$ cat config.mk
export PLATFORM = sky130hd
export DESIGN_NAME = sm_reg_dump
export DESIGN_NICKNAME = d
export VERILOG_FILES = /design/src/rtl/sm_dbg_pkg.sv /design/src/rtl/sm_uart_tx.sv /design/src/rtl/sm_reg_dump.sv
export SDC_FILE = /design/constraint.sdc
export NUM_CORES = 1
export LEC_CHECK = 0
export ABC_AREA = 1
export CAP_MARGIN = 20
export CORE_UTILIZATION = 40
export CTS_CLUSTER_SIZE = 14
export DETAILED_ROUTE_END_ITERATION = 8
export HOLD_SLACK_MARGIN = 0.02
export PLACE_DENSITY = 0.58
export SYNTH_ARGS = -nofsm -noshare
export SYNTH_HDL_FRONTEND = slang
export SYNTH_SLANG_ARGS = --single-unit
export TNS_END_PERCENT = 100
$ cat constraint.sdc
create_clock -name clk -period 2.3 [get_ports clk]
set_clock_uncertainty 0.05 [all_clocks]
set_input_delay 0.46 -clock clk [delete_from_list [all_inputs] [get_ports clk]]
set_output_delay 0.46 -clock clk [all_outputs]
set_load 0.05 [all_outputs]
$ cat src/rtl/sm_dbg_pkg.sv
// Shared types and constants for the debug register dump path.
package sm_dbg_pkg;

   typedef enum logic [2:0] {IDLE, SYNC, ADDR, CAPT, SEND, DONE} dump_state_t;

   localparam logic UART_START = 1'b0;
   localparam logic UART_STOP = 1'b1;
   localparam logic [7:0] DEFAULT_SYNC_BYTE = 8'hA5;

endpackage

$ cat src/rtl/sm_uart_tx.sv
// UART 8N1 byte transmitter. ready rises in the last cycle of the stop bit so
// a byte offered then starts with no gap.
module sm_uart_tx
   import sm_dbg_pkg::*;
#(
   parameter int CLK_PER_BIT = 16
) (
   input  logic       clk,
   input  logic       rst_p,
   input  logic [7:0] data,
   input  logic       valid,
   output logic       ready,
   output logic       tx
);

   localparam int CNT_W = (CLK_PER_BIT > 1) ? $clog2(CLK_PER_BIT) : 1;
   localparam logic [CNT_W-1:0] CNT_LAST = CNT_W'(CLK_PER_BIT - 1);

   logic             active;
   logic [CNT_W-1:0] bitCnt;
   logic [3:0]       bitIdx;
   logic [7:0]       shiftReg;

   assign ready = !active || (bitIdx == 4'd9 && bitCnt == CNT_LAST);

   always_ff @(posedge clk) begin
      if (rst_p) begin
         active   <= 1'b0;
         bitCnt   <= '0;
         bitIdx   <= '0;
         shiftReg <= '0;
         tx       <= UART_STOP;
      end else if (valid && ready) begin
         active   <= 1'b1;
         bitCnt   <= '0;
         bitIdx   <= '0;
         shiftReg <= data;
         tx       <= UART_START;
      end else if (active) begin
         if (bitCnt == CNT_LAST) begin
            bitCnt <= '0;
            if (bitIdx == 4'd9) begin
               active <= 1'b0;
               bitIdx <= '0;
               tx     <= UART_STOP;
            end else begin
               bitIdx <= bitIdx + 4'd1;
               // bitIdx 8 -> 9 enters the stop bit; earlier steps shift out data LSB first
               if (bitIdx == 4'd8) begin
                  tx <= UART_STOP;
               end else begin
                  tx       <= shiftReg[0];
                  shiftReg <= {1'b0, shiftReg[7:1]};
               end
            end
         end else begin
            bitCnt <= bitCnt + CNT_W'(1);
         end
      end
   end

endmodule

$ cat src/rtl/sm_reg_dump.sv
// Sweeps the sm_arm register debug port and streams a sync byte plus every
// register (little-endian) out of a UART line.
//
// state | meaning
// IDLE  | waiting for start; sync byte is handed to the UART as start is taken
// SYNC  | sync byte on the line
// ADDR  | drive regAddr for the next register (tx idle)
// CAPT  | regData valid; capture it and launch its low byte (tx idle)
// SEND  | remaining three bytes of the register, back to back
// DONE  | frame finished; pulse done, drop busy
module sm_reg_dump
   import sm_dbg_pkg::*;
#(
   parameter int         CLK_PER_BIT = 16,
   parameter int         NUM_REGS    = 16,
   parameter logic [7:0] SYNC_BYTE   = DEFAULT_SYNC_BYTE
) (
   input  logic        clk,
   input  logic        rst_p,
   input  logic        start,
   output logic        busy,
   output logic        done,
   output logic [3:0]  regAddr,
   input  logic [31:0] regData,
   output logic        tx
);

   localparam logic [3:0] LAST_IDX = 4'(NUM_REGS - 1);

   dump_state_t state;
   logic [3:0]  regIdx;
   logic [1:0]  byteIdx;
   logic [31:0] capReg;
   logic        txValid;
   logic        txReady;
   logic [7:0]  txData;

   // capReg rotates right one byte per accepted byte, so [15:8] is always the next one
   always_comb begin
      txValid = 1'b0;
      txData  = capReg[15:8];
      unique case (state)
         IDLE: begin
            txValid = start;
            txData  = SYNC_BYTE;
         end
         CAPT: begin
            txValid = 1'b1;
            txData  = regData[7:0];
         end
         SEND: txValid = txReady && (byteIdx != 2'd3);
         default: txValid = 1'b0;
      endcase
   end

   always_ff @(posedge clk) begin
      if (rst_p) begin
         state   <= IDLE;
         regIdx  <= '0;
         byteIdx <= '0;
         capReg  <= '0;
         regAddr <= '0;
         busy    <= 1'b0;
         done    <= 1'b0;
      end else begin
         done <= 1'b0;
         unique case (state)
            IDLE: begin
               if (start) begin
                  state  <= SYNC;
                  busy   <= 1'b1;
                  regIdx <= '0;
               end
            end
            SYNC: if (txReady) state <= ADDR;
            ADDR: begin
               regAddr <= regIdx;
               state   <= CAPT;
            end
            CAPT: begin
               capReg  <= regData;
               byteIdx <= '0;
               state   <= SEND;
            end
            SEND: begin
               if (txReady) begin
                  if (byteIdx != 2'd3) begin
                     byteIdx <= byteIdx + 2'd1;
                     capReg  <= {capReg[7:0], capReg[31:8]};
                  end else if (regIdx < LAST_IDX) begin
                     regIdx <= regIdx + 4'd1;
                     state  <= ADDR;
                  end else begin
                     state <= DONE;
                  end
               end
            end
            DONE: begin
               done  <= 1'b1;
               busy  <= 1'b0;
               state <= IDLE;
            end
            default: state <= IDLE;
         endcase
      end
   end

   sm_uart_tx #(
      .CLK_PER_BIT(CLK_PER_BIT)
   ) uTx (
      .clk  (clk),
      .rst_p(rst_p),
      .data (txData),
      .valid(txValid),
      .ready(txReady),
      .tx   (tx)
   );

endmodule

==> results of run 1 <==
[metrics by stage]
| stage | utilization, % | worst slack, ns |
|---|---|---|
| 2_1_floorplan | - | 0.717 |
| 4_1_cts | 49.7 | 0.290 |
| 3_3_place_gp | 47.4 | 0.458 |
| 5_1_grt | 49.7 | 0.154 |
| 6_report | 49.7 | 0.319 |
| 3_5_place_dp | 47.4 | 0.396 |
[logic make-up (layout without fill, tap and decap cells)]
logic type	after synthesis	in the layout
DFF	65	65
and+or+nand+nor	214	214
buffers and inverters	71	112
AOI/OAI and AO/OA	118	118
xor gates and xnor gates	1	1
adders and majority gates	3	3
[synthesized netlist by cell type, types with 3 or more instances]
| library cell | instances | area share, % |
|---|---|---|
| a21oi_1 | 45 | 6.9 |
| buf_2 | 8 | 1.2 |
| buf_6 | 4 | 1.4 |
| clkbuf_1 | 8 | 0.92 |
| dfxtp_1 | 65 | 40 |
| ha_1 | 3 | 1.2 |
| inv_1 | 45 | 5.2 |
| inv_2 | 3 | 0.35 |
| nand2_1 | 111 | 13 |
| nand2_2 | 3 | 0.58 |
| nand2_4 | 6 | 2.1 |
| nand3_1 | 19 | 2.9 |
| nand3b_1 | 3 | 0.69 |
| nand4_1 | 3 | 0.58 |
| nor2_1 | 51 | 5.9 |
| nor3_1 | 7 | 1.1 |
| o21ai_0 | 65 | 10 |
| o21ai_1 | 6 | 0.92 |
[final timing paths]
check | to | slack, ns | start
worst max-delay path | regAddr[2] | 0.32 | regAddr[2]$_SDFFE_PP0P_
worst min-delay path | capReg[22]$_SDFFE_PP0P_ | 0.40 | capReg[22]$_SDFFE_PP0P_
worst max register to register | byteIdx[1]$_SDFFE_PP0P_ | 0.37 | uTx.bitCnt[0]$_SDFFE_PP0P_
worst min register to register | capReg[22]$_SDFFE_PP0P_ | 0.40 | capReg[22]$_SDFFE_PP0P_
[final cells by class]
| cell class | instances | area (sq um) | share of cell area (%) |
|---|---|---|---|
| clock buffer | 13 | 159 | 4.10 |
| clock inverter | 3 | 15.0 | 0.387 |
| inverter | 49 | 186 | 4.81 |
| multi-input combinational | 336 | 1630 | 42.1 |
| sequential | 65 | 1300 | 33.6 |
| tap | 102 | 128 | 3.29 |
| timing repair buffer | 47 | 455 | 11.7 |
[registers in the layout (all words and copies together), names as in the netlist]
register / count
uTx.tx: 1
capReg: 32
regIdx: 4
byteIdx: 2
uTx.shiftReg: 8
done: 1
state: 3
uTx.bitCnt: 4
uTx.bitIdx: 4
regAddr: 4
busy: 1
uTx.active: 1
[power breakdown]
| part | total, uW | switching [uW] | internal (uW) |
|---|---|---|---|
| clock network | 876 | 431 | 446 |
| registers | 1500 | 138 | 1360 |
| logic | 1220 | 781 | 437 |
| total | 3590 | 1350 | 2240 |
[layer usage]
layer / share of wire, % / routed length, um / track usage (%) / up-vias
met5: 0 / 0 / 0 / -
met1: 50 / 3810 / 25.8 / 1348
met4: 1.9 / 144 / 8.85 / 0
met2: 45 / 3420 / 31.0 / 54
li1: - / - / - / 1590
met3: 3.6 / 277 / 3.73 / 13
==> results.py, run 1 <==
metrics = {
    "final_layout": {
        "final_cell_mix": "111 x nand2_1, 65 x o21ai_0, 65 x dfxtp_1",
        "syn2layout_area_growth_pct": 19.1,
        "fill_cells": 844,
        "nets": 546,
        "final_common_cell": "nand2_1",
        "fin_cells": 615,
        "finalInstanceArea_sq_um": 3880,
        "drive_above_1_share_pct": 8.38,
        "diodes": 0,
    },
    "logic_synthesis": {
        "ys_warn_count": 0,
        "synthArstFlopShare_pct": 0,
        "synth_top_family_by_area": "simple AND/OR/NAND/NOR gates",
        "muxShareOfSynthArea_pct": 0,
        "synth_area_sq_um": 3250,
        "synthCells": 472,
        "yosys.area_share.simple_pct": 30.4,
        "syn_area_per_cell_sq_um": 6.89,
        "syn-num-nets": 510,
        "yosysSeqAreaShare_pct": 40.0,
        "synth_cell_types": 30,
        "synth_edf_count": 0,
        "synthAdderAreaFrac_pct": 1.15,
        "synth-seq-cells": 65,
        "synth_xor_area_share_pct": 0.269,
        "synth_flop_cell": "dfxtp_1",
        "synth_compound_area_share_pct": 18.3,
    },
    "cts": {
        "cts.hold.buffers_added": 0,
        "cts.sinks": 65,
        "root_buffer": "clkbuf_8",
        "clockBufferDepth": 2,
        "cts.clk_slew.worst_paths_ns": 0.07,
        "cts_buffers": 9,
        "clk_latency_ns": 0.34,
        "cts_setup_buffers": 0,
        "post_cts_resize_count": 0,
        "cts_tree": "yes",
        "htreeDepth": 3,
    },
    "timing": {
        "finalHoldViolCount": 0,
        "max_freq_mhz": 505,
        "hold_ws_ns": 0.399,
        "worstMarginPinSlew_ns": 0.543,
        "relSlewSlack_pct": 63.8,
        "rsz0062_at_grt": "false",
        "setup_tns_ns": 0,
        "setup_viol": 0,
        "post-route-period-util_pct": 86.2,
        "fin_crit_ns": 1.98,
        "slew_violations": 0,
    },
    "floorplan": {
        "dieArea_sq_um": 8500,
        "core_area_sq_um": 7810,
        "row_count": 32,
        "start_util_pct": 41.7,
        "die_y_um": 92.2,
        "io_pins": 42,
        "die_width_um": 92.2,
    },
    "worst_setup_path": {
        "worst-setup-path-type": "flip-flop to output pin",
        "max_stage_delay_ns": 0.80,
        "rr_worst_depth": 9,
        "cp_top_family": "buffers and inverters",
        "cp.depth": 1,
        "critPathMaxFanout": 2,
        "critPathLaunchType": "flip-flop",
        "end_kind": "output pin",
        "arrival_ns": 1.47,
        "cp_num_buf_inv": 1,
        "critPathSlowestCell": "clkdlybuf4s50_1",
        "crit_chain": "clkdlybuf4s50_1",
        "crit_required_ns": 1.79,
    },
    "placement": {
        "numPortBuffers": 41,
        "dpl-instance-area_sq_um": 3700,
        "hpwl_mm": 5.32,
        "dp_cells": 599,
        "gp_congestion": 0.775,
    },
    "drt": {
        "drt_iter0_drc": 129,
        "via_per_inst": 4.89,
        "vias": 3005,
        "wl_mm": 7.65,
        "drtAntennaViolNets": 0,
        "first_pass_iters": 5,
        "routedWlPerCell_um": 12.4,
        "drc": 0,
    },
    "run_status": {
        "run_status": "completed",
    },
    "power": {
        "power_density_nw_per_um2": 927,
        "p_total_uw": 3590,
        "ir_drop_mv": 0.308,
        "p_leak_uw": 0.00156,
    },
    "run": {
        "drv_cap": 0,
    },
    "grt": {
        "grt_max_degree": 63,
        "grt_pass1_wl_mm": 13.0,
        "antenna_found_initial": 0,
        "first_global_vias": 2804,
        "overflow": 0,
        "track_usage_pct": 19.6,
    },
    "min_path": {
        "hold_depth": 2,
        "hold_path.class": "flip-flop to flip-flop",
    },
}
Note: power is estimated with default switching activity, not from simulation.
==> run 2: changes to the inputs <==
- SYNTH_HIERARCHICAL: default -> 1
==> run 2 against run 1 <==
Net effect: setup slack got worse by 0.026 ns; die area rose by 6.6%; core utilization rose by 0.77 points; cell count rose by 13%; via count rose by 10%; clock power rose by 12%; power fell by 5.1%; critical endpoint is now uTx/shiftReg[4]$_SDFFE_PP0P_.
==> results.py, run 2 <==
metrics = {
    "timing": {
        "worstMarginPinSlew_ns": 0.502,
        "post-route-period-util_pct": 87.3,
        "max_freq_mhz": 498,
        "fin_crit_ns": 2.01,
        "finalHoldViolCount": 0,
        "setup_viol": 0,
        "setup_tns_ns": 0,
        "rsz0062_at_grt": "false",
        "relSlewSlack_pct": 66.4,
        "slew_violations": 0,
    },
    "drt": {
        "drt_iter0_drc": 155,
        "vias": 3313,
        "via_per_inst": 4.77,
        "wl_mm": 8.12,
        "drc": 0,
        "first_pass_iters": 4,
        "drtAntennaViolNets": 0,
        "routedWlPerCell_um": 11.7,
    },
    "run": {
        "drv_cap": 0,
    },
    "worst_setup_path": {
        "worst-setup-path-type": "flip-flop to flip-flop",
        "r2r_end": "uTx/shiftReg[4]$_SDFFE_PP0P_",
        "end_kind": "flip-flop",
        "critPathSlowestCell": "dfxtp_2",
        "r2r_slack_ns": 0.29,
        "critPathMaxFanout": 15,
        "critPathLaunchType": "flip-flop",
        "rr_worst_depth": 14,
        "crit_required_ns": 2.48,
        "crit_chain": "ha_4, nand2_2, nor2_4, nand3_2, nand2_2, nand3_4, nand2_4, inv_4, nand2_1, inv_2, o21ai_2, nand2_4, nor2_1, nor2_1",
        "arrival_ns": 2.18,
        "max_stage_delay_ns": 0.37,
        "cp_num_buf_inv": 2,
        "cp_top_family": "simple AND/OR/NAND/NOR gates",
        "reg2reg_from": "uTx/bitCnt[0]$_SDFFE_PP0P_",
    },
    "logic_synthesis": {
        "yosysSeqAreaShare_pct": 37.5,
        "synth-seq-cells": 65,
        "ys_warn_count": 6,
        "synthTopCellsByCount": "140 x nand2_1, 103 x nor2_1, 65 x dfxtp_1, 59 x inv_1, 53 x nand3_1",
        "synth_flop_cell": "dfxtp_1",
        "syn-num-nets": 586,
        "synth_area_leader_cell": "dfxtp_1",
        "ys_top_cells_by_area": "dfxtp_1 37%, nand2_1 15%, nor2_1 11%, nand3_1 7.6%, inv_1 6.4%",
        "synth_area_sq_um": 3470,
        "syn_area_per_cell_sq_um": 6.34,
        "yosys.cell_count.top_type": "nand2_1",
        "synthArstFlopShare_pct": 0,
        "synth_edf_count": 0,
        "synth_cell_types": 31,
        "synthCells": 548,
        "synth_top_area_share_pct": 37.5,
    },
    "cts": {
        "clockBufferDepth": 2,
        "root_buffer": "clkbuf_8",
        "cts_setup_buffers": 0,
        "htreeDepth": 3,
        "cts_tree": "yes",
        "post_cts_resize_count": 0,
        "cts.hold.buffers_added": 0,
        "clk_latency_ns": 0.34,
        "cts.clk_slew.worst_paths_ns": 0.07,
        "cts_buffers": 9,
        "cts.sinks": 65,
    },
    "floorplan": {
        "start_util_pct": 41.9,
        "io_pins": 42,
        "dieArea_sq_um": 9060,
        "row_count": 33,
        "die_width_um": 95.2,
        "core_area_sq_um": 8300,
        "die_y_um": 95.2,
    },
    "grt": {
        "grt_max_degree": 36,
        "antenna_found_initial": 0,
        "first_global_vias": 3028,
        "grt_pass1_wl_mm": 14.0,
        "track_usage_pct": 20.1,
        "overflow": 0,
    },
    "final_layout": {
        "final_cell_mix": "139 x nand2_1, 103 x nor2_1, 63 x dfxtp_1",
        "finalInstanceArea_sq_um": 4190,
        "nets": 624,
        "largest_reg_flops": 32,
        "drive_above_1_share_pct": 8.81,
        "regMostFlops": "capReg",
        "diodes": 0,
        "top_regs": "capReg (32), uTx/shiftReg (8)",
        "fin_cells": 695,
        "final_common_cell": "nand2_1",
        "syn2layout_area_growth_pct": 20.5,
        "fill_cells": 858,
    },
    "power": {
        "p_leak_uw": 0.00195,
        "power_density_nw_per_um2": 815,
        "ir_drop_mv": 0.284,
        "p_total_uw": 3410,
    },
    "min_path": {
        "hold_depth": 2,
        "worstHoldEndpoint": "busy$_SDFFE_PP0P_",
        "min_from": "busy$_SDFFE_PP0P_",
        "hold_path.class": "flip-flop to flip-flop",
    },
    "run_status": {
        "run_status": "completed",
    },
    "placement": {
        "gp_congestion": 0.786,
        "dpl-instance-area_sq_um": 3990,
        "hpwl_mm": 5.56,
        "dp_cells": 680,
        "numPortBuffers": 41,
    },
}
-- run 2: layout make-up --
class,count,area (sq um),area share [%]
multi-input combinational,390,1790,42.7
sequential,65,1300,31.2
tap,105,131,3.14
timing repair buffer,53,513,12.3
clock inverter,2,37.5,0.897
clock buffer,13,159,3.80
inverter,67,254,6.07
-- run 2: layer usage --
layer	vias up	share of wire, %	GRT usage [%]
li1	1785	-	-
met1	1467	51	28.5
met2	54	43	30.1
met3	7	4.4	4.31
met4	0	1.1	6.44
met5	-	0	0
-- run 2: worst register-to-register path, delay by kind of cell, from the launching register on --
family                   cells  cell delay [ns]
adder cells (fa/ha/maj)      1             0.14
AND/OR/NAND/NOR             10             1.04
AO/OA/AOI/OAI                1             0.22
buffers and inverters        2             0.09
flip-flops                   1             0.37
-- run 2: per-stage QoR --
| stage | hold WS (ns) | util, % | worst slack [ns] |
|---|---|---|---|
| after detailed placement | 0.404 | 48.1 | 0.227 |
| after global placement | 0.400 | 48.1 | 0.281 |
| after CTS | 0.416 | 50.4 | 0.272 |
| final | 0.416 | 50.4 | 0.293 |
| after floorplan | 0.383 | - | 0.0108 |
| after global routing | 0.445 | 50.4 | 0.102 |
-- run 2: logic make-up after synthesis --
kind of cell	after synthesis	share of synthesized area, %
flip-flops	65	37.5
AO/OA/AOI/OAI	68	10.4
XOR/XNOR	1	0.252
AND/OR/NAND/NOR	318	39.1
adder cells (fa/ha/maj)	3	1.08
buffers and inverters	93	11.7
-- run 2: where the power goes --
| part | switching [uW] | leakage, uW | internal, uW |
|---|---|---|---|
| clock network | 429 | 0.0000957 | 556 |
| logic | 646 | 0.00133 | 394 |
| registers | 92.3 | 0.000530 | 1290 |
| total | 1170 | 0.00195 | 2240 |
-- run 2: worst max-delay path by stage --
| stage | from | end | slack, ns | cells past startpoint |
|---|---|---|---|---|
| 2_1_floorplan | uTx/bitCnt[0]$_SDFFE_PP0P_ | uTx/shiftReg[0]$_SDFFE_PP0P_ | 0.01 | 18 |
| 3_3_place_gp | start | uTx/shiftReg[3]$_SDFFE_PP0P_ | 0.28 | 8 |
| 3_5_place_dp | start | uTx/shiftReg[1]$_SDFFE_PP0P_ | 0.23 | 8 |
| 4_1_cts | uTx/bitCnt[0]$_SDFFE_PP0P_ | uTx/shiftReg[4]$_SDFFE_PP0P_ | 0.27 | 14 |
| 5_1_grt | uTx/bitCnt[0]$_SDFFE_PP0P_ | uTx/shiftReg[4]$_SDFFE_PP0P_ | 0.10 | 14 |
| 6_report | uTx/bitCnt[0]$_SDFFE_PP0P_ | uTx/shiftReg[4]$_SDFFE_PP0P_ | 0.29 | 14 |
